==> src/rtl/cpu_types_pkg.sv <==
// rtl/cpu_types_pkg.sv - shared CPU types for the pipeline control blocks
package cpu_types_pkg;

  typedef logic [4:0] regbits_t;

  typedef enum logic [1:0] {
    RUN     = 2'd0,
    LDUSE   = 2'd1,
    MEMWAIT = 2'd2,
    HALTED  = 2'd3
  } hazard_state_t;

  localparam int BCNT_W = 3;

endpackage

==> src/rtl/hazard_perf_counters.sv <==
// rtl/hazard_perf_counters.sv - saturating stall/flush/miss counters for hazard_controller
module hazard_perf_counters #(
  parameter int CNT_W = 32
) (
  input  logic             clk,
  input  logic             rst_n,
  input  logic             freeze,
  input  logic             stall_inc,
  input  logic             flush_inc,
  input  logic             miss_inc,
  output logic [CNT_W-1:0] stall_cycles,
  output logic [CNT_W-1:0] flush_events,
  output logic [CNT_W-1:0] miss_cycles
);

  function automatic logic [CNT_W-1:0] sat_inc(input logic [CNT_W-1:0] v, input logic inc);
    return (inc && (v != '1)) ? v + CNT_W'(1) : v;
  endfunction

  always_ff @(posedge clk or negedge rst_n) begin
    if (!rst_n) begin
      stall_cycles <= '0;
      flush_events <= '0;
      miss_cycles  <= '0;
    end else if (!freeze) begin
      stall_cycles <= sat_inc(stall_cycles, stall_inc);
      flush_events <= sat_inc(flush_events, flush_inc);
      miss_cycles  <= sat_inc(miss_cycles, miss_inc);
    end
  end

endmodule

==> src/rtl/hazard_controller.sv <==
// rtl/hazard_controller.sv - 5-stage pipeline stall/flush/halt sequencer
// HAZARD_PERF_EN adds saturating stall/flush/miss performance counters.
module hazard_controller
  import cpu_types_pkg::*;
#(
  parameter int LOADUSE_BUBBLES = 1
`ifdef HAZARD_PERF_EN
  , parameter int STALL_CNT_W = 32
`endif
) (
  input  logic     CLK,
  input  logic     nRST,
  input  logic     ihit,
  input  logic     dhit,
  input  logic     dmemREN_mem,
  input  logic     dmemWEN_mem,
  input  logic     memread_ex,
  input  regbits_t regOut_ex,
  input  regbits_t Rs_id,
  input  regbits_t Rt_id,
  input  logic     rt_used_id,
  input  logic     branch_taken_mem,
  input  logic     halt_wb,
  output logic     pc_en,
  output logic     ifid_en,
  output logic     idex_en,
  output logic     exmem_en,
  output logic     memwb_en,
  output logic     ifid_flush,
  output logic     idex_flush,
  output logic     exmem_flush,
  output logic     halt
`ifdef HAZARD_PERF_EN
  , output logic [STALL_CNT_W-1:0] stall_cycles
  , output logic [STALL_CNT_W-1:0] flush_events
  , output logic [STALL_CNT_W-1:0] miss_cycles
`endif
);

  hazard_state_t     state, state_nxt;
  logic [BCNT_W-1:0] bcnt, bcnt_nxt;
  logic              loaduse_hit, lu_pending, dmiss;

  assign loaduse_hit = memread_ex && (regOut_ex != '0) &&
                       ((Rs_id == regOut_ex) || (rt_used_id && (Rt_id == regOut_ex)));
  assign lu_pending  = (state == LDUSE) && (bcnt != '0);
  assign dmiss       = (dmemREN_mem || dmemWEN_mem) && !dhit;

  always_comb begin
    {pc_en, ifid_en, idex_en, exmem_en, memwb_en} = 5'b11111;
    {ifid_flush, idex_flush, exmem_flush}         = 3'b000;
    halt      = 1'b0;
    state_nxt = state;
    bcnt_nxt  = bcnt;
    unique case (state)
      RUN, LDUSE: begin
        state_nxt = RUN;
        if (halt_wb) begin
          {pc_en, ifid_en, idex_en, exmem_en, memwb_en} = 5'b00000;
          state_nxt = HALTED;
        end else if (dmiss) begin
          {pc_en, ifid_en, idex_en, exmem_en, memwb_en} = 5'b00000;
          state_nxt = MEMWAIT;
        end else if (branch_taken_mem) begin
          // Squash drops any bubbles still owed to the killed instruction.
          {ifid_flush, idex_flush, exmem_flush} = 3'b111;
          bcnt_nxt = '0;
        end else if (lu_pending || loaduse_hit) begin
          pc_en      = 1'b0;
          ifid_en    = 1'b0;
          idex_flush = 1'b1;
          if (lu_pending) begin
            bcnt_nxt  = bcnt - BCNT_W'(1);
            state_nxt = (bcnt == BCNT_W'(1)) ? RUN : LDUSE;
          end else if (LOADUSE_BUBBLES > 1) begin
            bcnt_nxt  = BCNT_W'(LOADUSE_BUBBLES - 1);
            state_nxt = LDUSE;
          end
        end else if (!ihit) begin
          pc_en      = 1'b0;
          ifid_flush = 1'b1;
        end
      end
      MEMWAIT: begin
        if (!dhit) begin
          {pc_en, ifid_en, idex_en, exmem_en, memwb_en} = 5'b00000;
        end else begin
          state_nxt = (bcnt != '0) ? LDUSE : RUN;
        end
      end
      HALTED: begin
        {pc_en, ifid_en, idex_en, exmem_en, memwb_en} = 5'b00000;
        halt = 1'b1;
      end
    endcase
    if (!nRST) begin
      {pc_en, ifid_en, idex_en, exmem_en, memwb_en} = 5'b00000;
      {ifid_flush, idex_flush, exmem_flush}         = 3'b000;
      halt = 1'b0;
    end
  end

  always_ff @(posedge CLK or negedge nRST) begin
    if (!nRST) begin
      state <= RUN;
      bcnt  <= '0;
    end else begin
      state <= state_nxt;
      bcnt  <= bcnt_nxt;
    end
  end

`ifdef HAZARD_PERF_EN
  // Only a branch squash flushes EX/MEM, so that flush doubles as the event strobe.
  hazard_perf_counters #(
    .CNT_W(STALL_CNT_W)
  ) u_perf (
    .clk         (CLK),
    .rst_n       (nRST),
    .freeze      (state == HALTED),
    .stall_inc   (!pc_en),
    .flush_inc   (exmem_flush),
    .miss_inc    (state == MEMWAIT),
    .stall_cycles(stall_cycles),
    .flush_events(flush_events),
    .miss_cycles (miss_cycles)
  );
`endif

endmodule

==> config.mk <==
export PLATFORM = sky130hd
export DESIGN_NAME = hazard_controller
export DESIGN_NICKNAME = d
export VERILOG_FILES = /design/src/rtl/cpu_types_pkg.sv /design/src/rtl/hazard_perf_counters.sv /design/src/rtl/hazard_controller.sv
export SDC_FILE = /design/constraint.sdc
export NUM_CORES = 1
export LEC_CHECK = 0
export CORE_MARGIN = 2
export CORE_UTILIZATION = 35
export CTS_CLUSTER_DIAMETER = 120
export DETAILED_ROUTE_END_ITERATION = 6
export GPL_TIMING_DRIVEN = 0
export HOLD_SLACK_MARGIN = 0.03
export PLACE_DENSITY_LB_ADDON = 0.3
export RECOVER_POWER = 50
export SETUP_SLACK_MARGIN = 0.3
export SYNTH_ARGS = -nofsm -noshare
export SYNTH_HDL_FRONTEND = slang
export SYNTH_SLANG_ARGS = --single-unit
==> constraint.sdc <==
create_clock -name CLK -period 2.3 [get_ports CLK]
set_clock_uncertainty 0.2 [all_clocks]
set_input_delay 0.345 -clock CLK [delete_from_list [all_inputs] [get_ports CLK]]
set_output_delay 0.345 -clock CLK [all_outputs]
set_load 0.01 [all_outputs]
== Word-level counts from Yosys, hierarchy flattened ==
Index checks and enable logic that the tools add are counted.

* Bitwise logic cells: 2
* Add/sub/neg operators: 1
* Reduce and logical (&&, ||, !) cells: 18
* Eq/ne operators: 7
* Mux-type cells: 50

{| class="wikitable"
|+ Operators by type and width
! cell !! number
|-
| $mux W1 || 40
|-
| $eq A5 B5 Y1 || 2
|-
| $mux W3 || 3
|-
| $pmux W1 S3 || 3
|-
| $mux W2 || 3
|-
| $reduce_bool A2 Y1 || 3
|-
| $logic_and A1 B1 Y1 || 5
|-
| $reduce_and A5 Y1 || 1
|-
| $reduce_bool A5 Y1 || 1
|-
| $eq A2 B2 Y1 const B || 2
|-
| $pmux W2 S2 || 1
|-
| $eq A3 B1 Y1 const B || 1
|-
| $logic_or A1 B1 Y1 || 3
|-
| $reduce_bool A3 Y1 || 1
|-
| $sub A3 B1 Y3 const B || 1
|-
| $eq A2 B1 Y1 const B || 1
|-
| $logic_not A2 Y1 || 1
|-
| $ne A2 B2 Y1 const B || 1
|-
| $not A1 Y1 || 2
|-
| $reduce_and A2 Y1 || 1
|-
| $reduce_or A2 Y1 || 1
|-
| $logic_not A1 Y1 || 1
|}

* Output and inout bits: 9
* Register bits after elaboration: 5

== Longest topological paths before layout ==
* Depth in word-level cells: 11
* Mapped depth: 9

== Worst setup path after synthesis ==
Ideal clock, no wire load.

* Path kind: register to output
* Start: reg bcnt[0]
* End: out ifid_flush
* Buffers on the path: 1
* Data arrival time: 1.473 ns
* Required time: 1.755 ns
* Path slack: 0.282 ns
* Stages on the path, launching flop included: 10
* Cell sequence: dfrtp_1 -> inv_1 -> ha_1 -> ha_1 -> nand2b_1 -> clkbuf_1 -> nor2_1 -> nor2_1 -> o21ai_0 -> a21oi_1

* Word-level cells in the longest chain between the ends: 9

{| class="wikitable"
|+ RTL lines
! element !! line !! source
|-
| start, declared || hazard_controller.sv:41 || <nowiki>logic [BCNT_W-1:0] bcnt, bcnt_nxt;</nowiki>
|-
| start signal, assigned || hazard_controller.sv:109 || <nowiki>bcnt <= bcnt_nxt;</nowiki>
|-
| $reduce_bool A3 Y1 || hazard_controller.sv:46 || <nowiki>assign lu_pending = (state == LDUSE) && (bcnt != '0);</nowiki>
|-
| $logic_and A1 B1 Y1 || hazard_controller.sv:46 ||
|-
| $logic_or A1 B1 Y1 || hazard_controller.sv:68 || <nowiki>end else if (lu_pending || loaduse_hit) begin</nowiki>
|-
| $mux W1 || hazard_controller.sv:68 ||
|-
| $mux W1 || hazard_controller.sv:64 || <nowiki>end else if (branch_taken_mem) begin</nowiki>
|-
| $mux W1 || hazard_controller.sv:61 || <nowiki>end else if (dmiss) begin</nowiki>
|-
| $mux W1 || hazard_controller.sv:58 || <nowiki>if (halt_wb) begin</nowiki>
|-
| $mux W1 || hazard_controller.sv:55 || <nowiki>unique case (state)</nowiki>
|-
| $mux W1 || hazard_controller.sv:96 || <nowiki>if (!nRST) begin</nowiki>
|-
| end, declared || hazard_controller.sv:29 || <nowiki>output logic ifid_flush,</nowiki>
|}

Every way passes these cells.

== Final worst setup path ==
* Start: in regOut_ex[4]
* End: out idex_flush

* Word-level cells in the longest chain between the ends: 11

{| class="wikitable"
|+ RTL lines
! element !! line !! source
|-
| start, declared || hazard_controller.sv:18 || <nowiki>input regbits_t regOut_ex,</nowiki>
|-
| $eq A5 B5 Y1 || hazard_controller.sv:45 || <nowiki>((Rs_id == regOut_ex) || (rt_used_id && (Rt_id == regOut_ex)));</nowiki>
|-
| $logic_and A1 B1 Y1 || hazard_controller.sv:45 ||
|-
| $logic_or A1 B1 Y1 || hazard_controller.sv:45 ||
|-
| $logic_and A1 B1 Y1 * || hazard_controller.sv:44 || <nowiki>assign loaduse_hit = memread_ex && (regOut_ex != '0) &&</nowiki>
|-
| $logic_or A1 B1 Y1 * || hazard_controller.sv:68 ||
|-
| $mux W1 * || hazard_controller.sv:68 ||
|-
| $mux W1 * || hazard_controller.sv:64 ||
|-
| $mux W1 * || hazard_controller.sv:61 ||
|-
| $mux W1 * || hazard_controller.sv:58 ||
|-
| $mux W1 * || hazard_controller.sv:55 ||
|-
| $mux W1 * || hazard_controller.sv:96 ||
|-
| end, declared || hazard_controller.sv:30 || <nowiki>output logic idex_flush,</nowiki>
|}

Mark *: on every way between the ends. The rest lies on a longest branch, timed or not.

==> impl_results.md <==
* Status: finished, final reports clean
* Synthesized instance count at roughly 70
* Std cell rows at 14
* Crit path arrival time at between 1.5 and 2 ns
* Setup TNS at 0 ns
* Hold Path Class: input pin to flip-flop
* Final worst-path cycle share at 97.2%
* Ant diodes at 0
* Place WS at -0.734 ns
* CTS root buf: clkbuf_4
* Die X at roughly 43 microns
* Crit Path Category: input pin to output port
* DR WL met3 at 121 microns
* RR Startpoint: bcnt[0]$_DFFE_PN0P_
* Met2 WL post-DR at ~1200 microns
* DR top layer: met4
* Number of DRC markers in iteration 0 at 8
* Clock sinks at 5
* Synth top area cells: dfrtp_1 23%, xor2_1 15%, ha_1 7.0%
* Worst Reg-to-Reg Cells at 9
* Clk_lat worst skew at 0.25 ns
* Final setup vio count at 0
* Cell area after synthesis at between 500 and 600 sq um
* Worst reg2reg endpoint: state[0]$_DFFE_PN0P_
* RSZ-0062 raised after global routing: true
* I/O Buffers at 33
* Fin util at 72.6%
* Total CTS buffers at 3
* Min-delay src: dhit
* H-tree depth at 1
* Initial Util at approximately 36%
* YS warnings at 0
* Hold Crit Endpoint: state[1]$_DFFE_PN0P_
* Final total power at between 500 and 600 uW
* Vias at 702
* GP Congestion at ~0.75
* Register area share after synthesis at between 20% and 30%
* CP required at approximately 1.8 ns
* Worst-path fanout max at 4
* Syn avg cell area at slightly below 8 sq um
* All-Layer GR Usage at around 22%
* P_leak at between 0.0005 and 0.0006 uW
* Final hold violation count at 0
* Final setup margin at 0.0651 ns
* Yosys top cell area share at a little under a quarter
* Largest net degree at the start of global routing at 6
* Drt pass-1 iters at 4
* Area leader, netlist: dfrtp_1
* Worst VDD drop at around 460 uV
* Worst hold stages at 2
* Overflow after GRT at 0
* Max Slew Vio Count at 0
* Worst-margin pin slew at ~0.26 ns
* Worst-path clk slew at ~0.05 ns
* Routed Antenna Nets at 0
* Initial antenna violation count at 0
* Routed WL per cell at between 10 and 15 microns
* Clk buf depth at 2
* Max cap viols at 0
* Core box area at around 1500 sq um
* Die area at about 1900 sq um
* I/O pin total at 34
* Detailed Route WL at ~1900 microns
* Layout net count at 148
* Reg-to-reg slack, setup at 0.37 ns
* CP Capture Type: output port
* Vias/cell at between 5 and 6
* Layout filler cell count at roughly 120
* Tmin final at between 2 and 2.5 ns
* #FFs+latches synth at 5
* Drc violations at 0
* Vias in the first global route at a little over 700
* Met1 wire length at between 600 and 700 microns
* Peak Freq at approximately 450 MHz
* CTS tree: done
* Fraction of layout cells with a size suffix above 1 at around 46%
* Synth Net Count at 96
* First-pass GRT wire length at 2930 microns
* DIE HEIGHT at 43.1 microns
* Netlist cell types at 26
* Area Growth Syn to Fin at 99.5%
* Worst setup SP type: input pin
* Power density cells at between 400 and 500 nW/um^2
* Slew margin rel. at 82.7%
* Post-DP HPWL at 1160 microns
[per-layer routing]
metal	vias up	global-route usage (%)
met5	-	0
met4	0	10.9
met3	4	5.96
met2	29	42.1
met1	330	20.3
li1	339	-
[worst max-delay path by stage]
stage	from	endpoint
3_5_place_dp	regOut_ex[0]	idex_flush
4_1_cts	bcnt[1]$_DFFE_PN0P_	idex_flush
6_report	regOut_ex[4]	idex_flush
3_3_place_gp	regOut_ex[1]	idex_flush
5_1_grt	bcnt[0]$_DFFE_PN0P_	ifid_flush
2_1_floorplan	regOut_ex[1]	idex_flush
[stage by stage]
step	area, sq um	hold WS [ns]	instances
2_1_floorplan	537	-0.151	68
3_3_place_gp	887	0.265	117
3_5_place_dp	887	0.279	117
4_1_cts	1040	0.147	132
5_1_grt	1070	0.150	135
6_report	1070	0.159	135
[synthesized netlist by cell type]
library cell,number
nand2b_1,3
dfrtp_1,5
or3_1,1
inv_1,6
and2_1,1
o21ai_0,4
a21oi_1,5
o311a_1,1
o211ai_1,1
nor2_1,7
clkbuf_1,1
o22ai_1,1
nor4_1,1
nor3_1,2
a311oi_1,1
nand2_1,6
or4_4,1
a32oi_2,1
and3_1,1
o21ai_4,1
xnor2_1,1
xor2_1,9
buf_4,2
o21bai_1,1
a31oi_1,2
ha_1,3
[layout by cell type (no fill, tap or decap), types with 2 or more instances in the layout]
cell type	count
buf_4	15
buf_2	13
xor2_1	8
dlygate4sd2_1	8
nor2_1	6
nand2_1	6
inv_1	4
a21oi_1	4
dfrtp_1	4
clkdlybuf4s50_1	4
clkbuf_4	3
inv_2	2
nand2b_4	2
buf_8	2
o21ai_0	2
ha_4	2
clkbuf_1	2
clkdlybuf4s15_1	2
clkdlybuf4s25_1	2
[critical path, cell delays in order]
cell and delay, ns:
buf_8 0.09, or4_4 0.53, o21ai_4 0.18, nor2_1 0.07, o311a_1 0.32, buf_2 0.14
[logic make-up (layout without fill, tap and decap cells)]
family / after synthesis / after routing / share of synthesized area [%]
flops: 5 / 5 / 23.4
simple gates: 23 / 23 / 21.3
buf+inv: 9 / 60 / 7.71
compound gates: 18 / 18 / 24.3
fa+ha+maj: 3 / 3 / 7.01
xor+xnor: 10 / 10 / 16.4
[power by group]
part | switching [uW] | total (uW) | internal (uW)
Clock | 39.9 | 106 | 65.8
Combinational | 127 | 281 | 153
Sequential | 13.9 | 122 | 108
[timing repair]
action | in CTS | in global routing
endpoints found under the setup margin | 9 | 10
hold buffers | 1 | 0
pin swaps | 22 | 5
setup buffers | 10 | 3
hold endpoints to repair | 5 | 0
gates resized for setup | 112 | 4
[cell type report]
type	count	area, sq um	share of cell area (%)
buffer	3	30.0	2.81
inverter	6	22.5	2.11
clock buffer	4	26.3	2.46
sequential	5	126	11.8
timing repair buffer	47	364	34.1
tap	16	20.0	1.87
multi-input combinational	54	479	44.8
[flip-flops by register name (all words and copies together) (netlist names)]
register	count
state	2
bcnt	3
(Power assumes the default switching activity.)
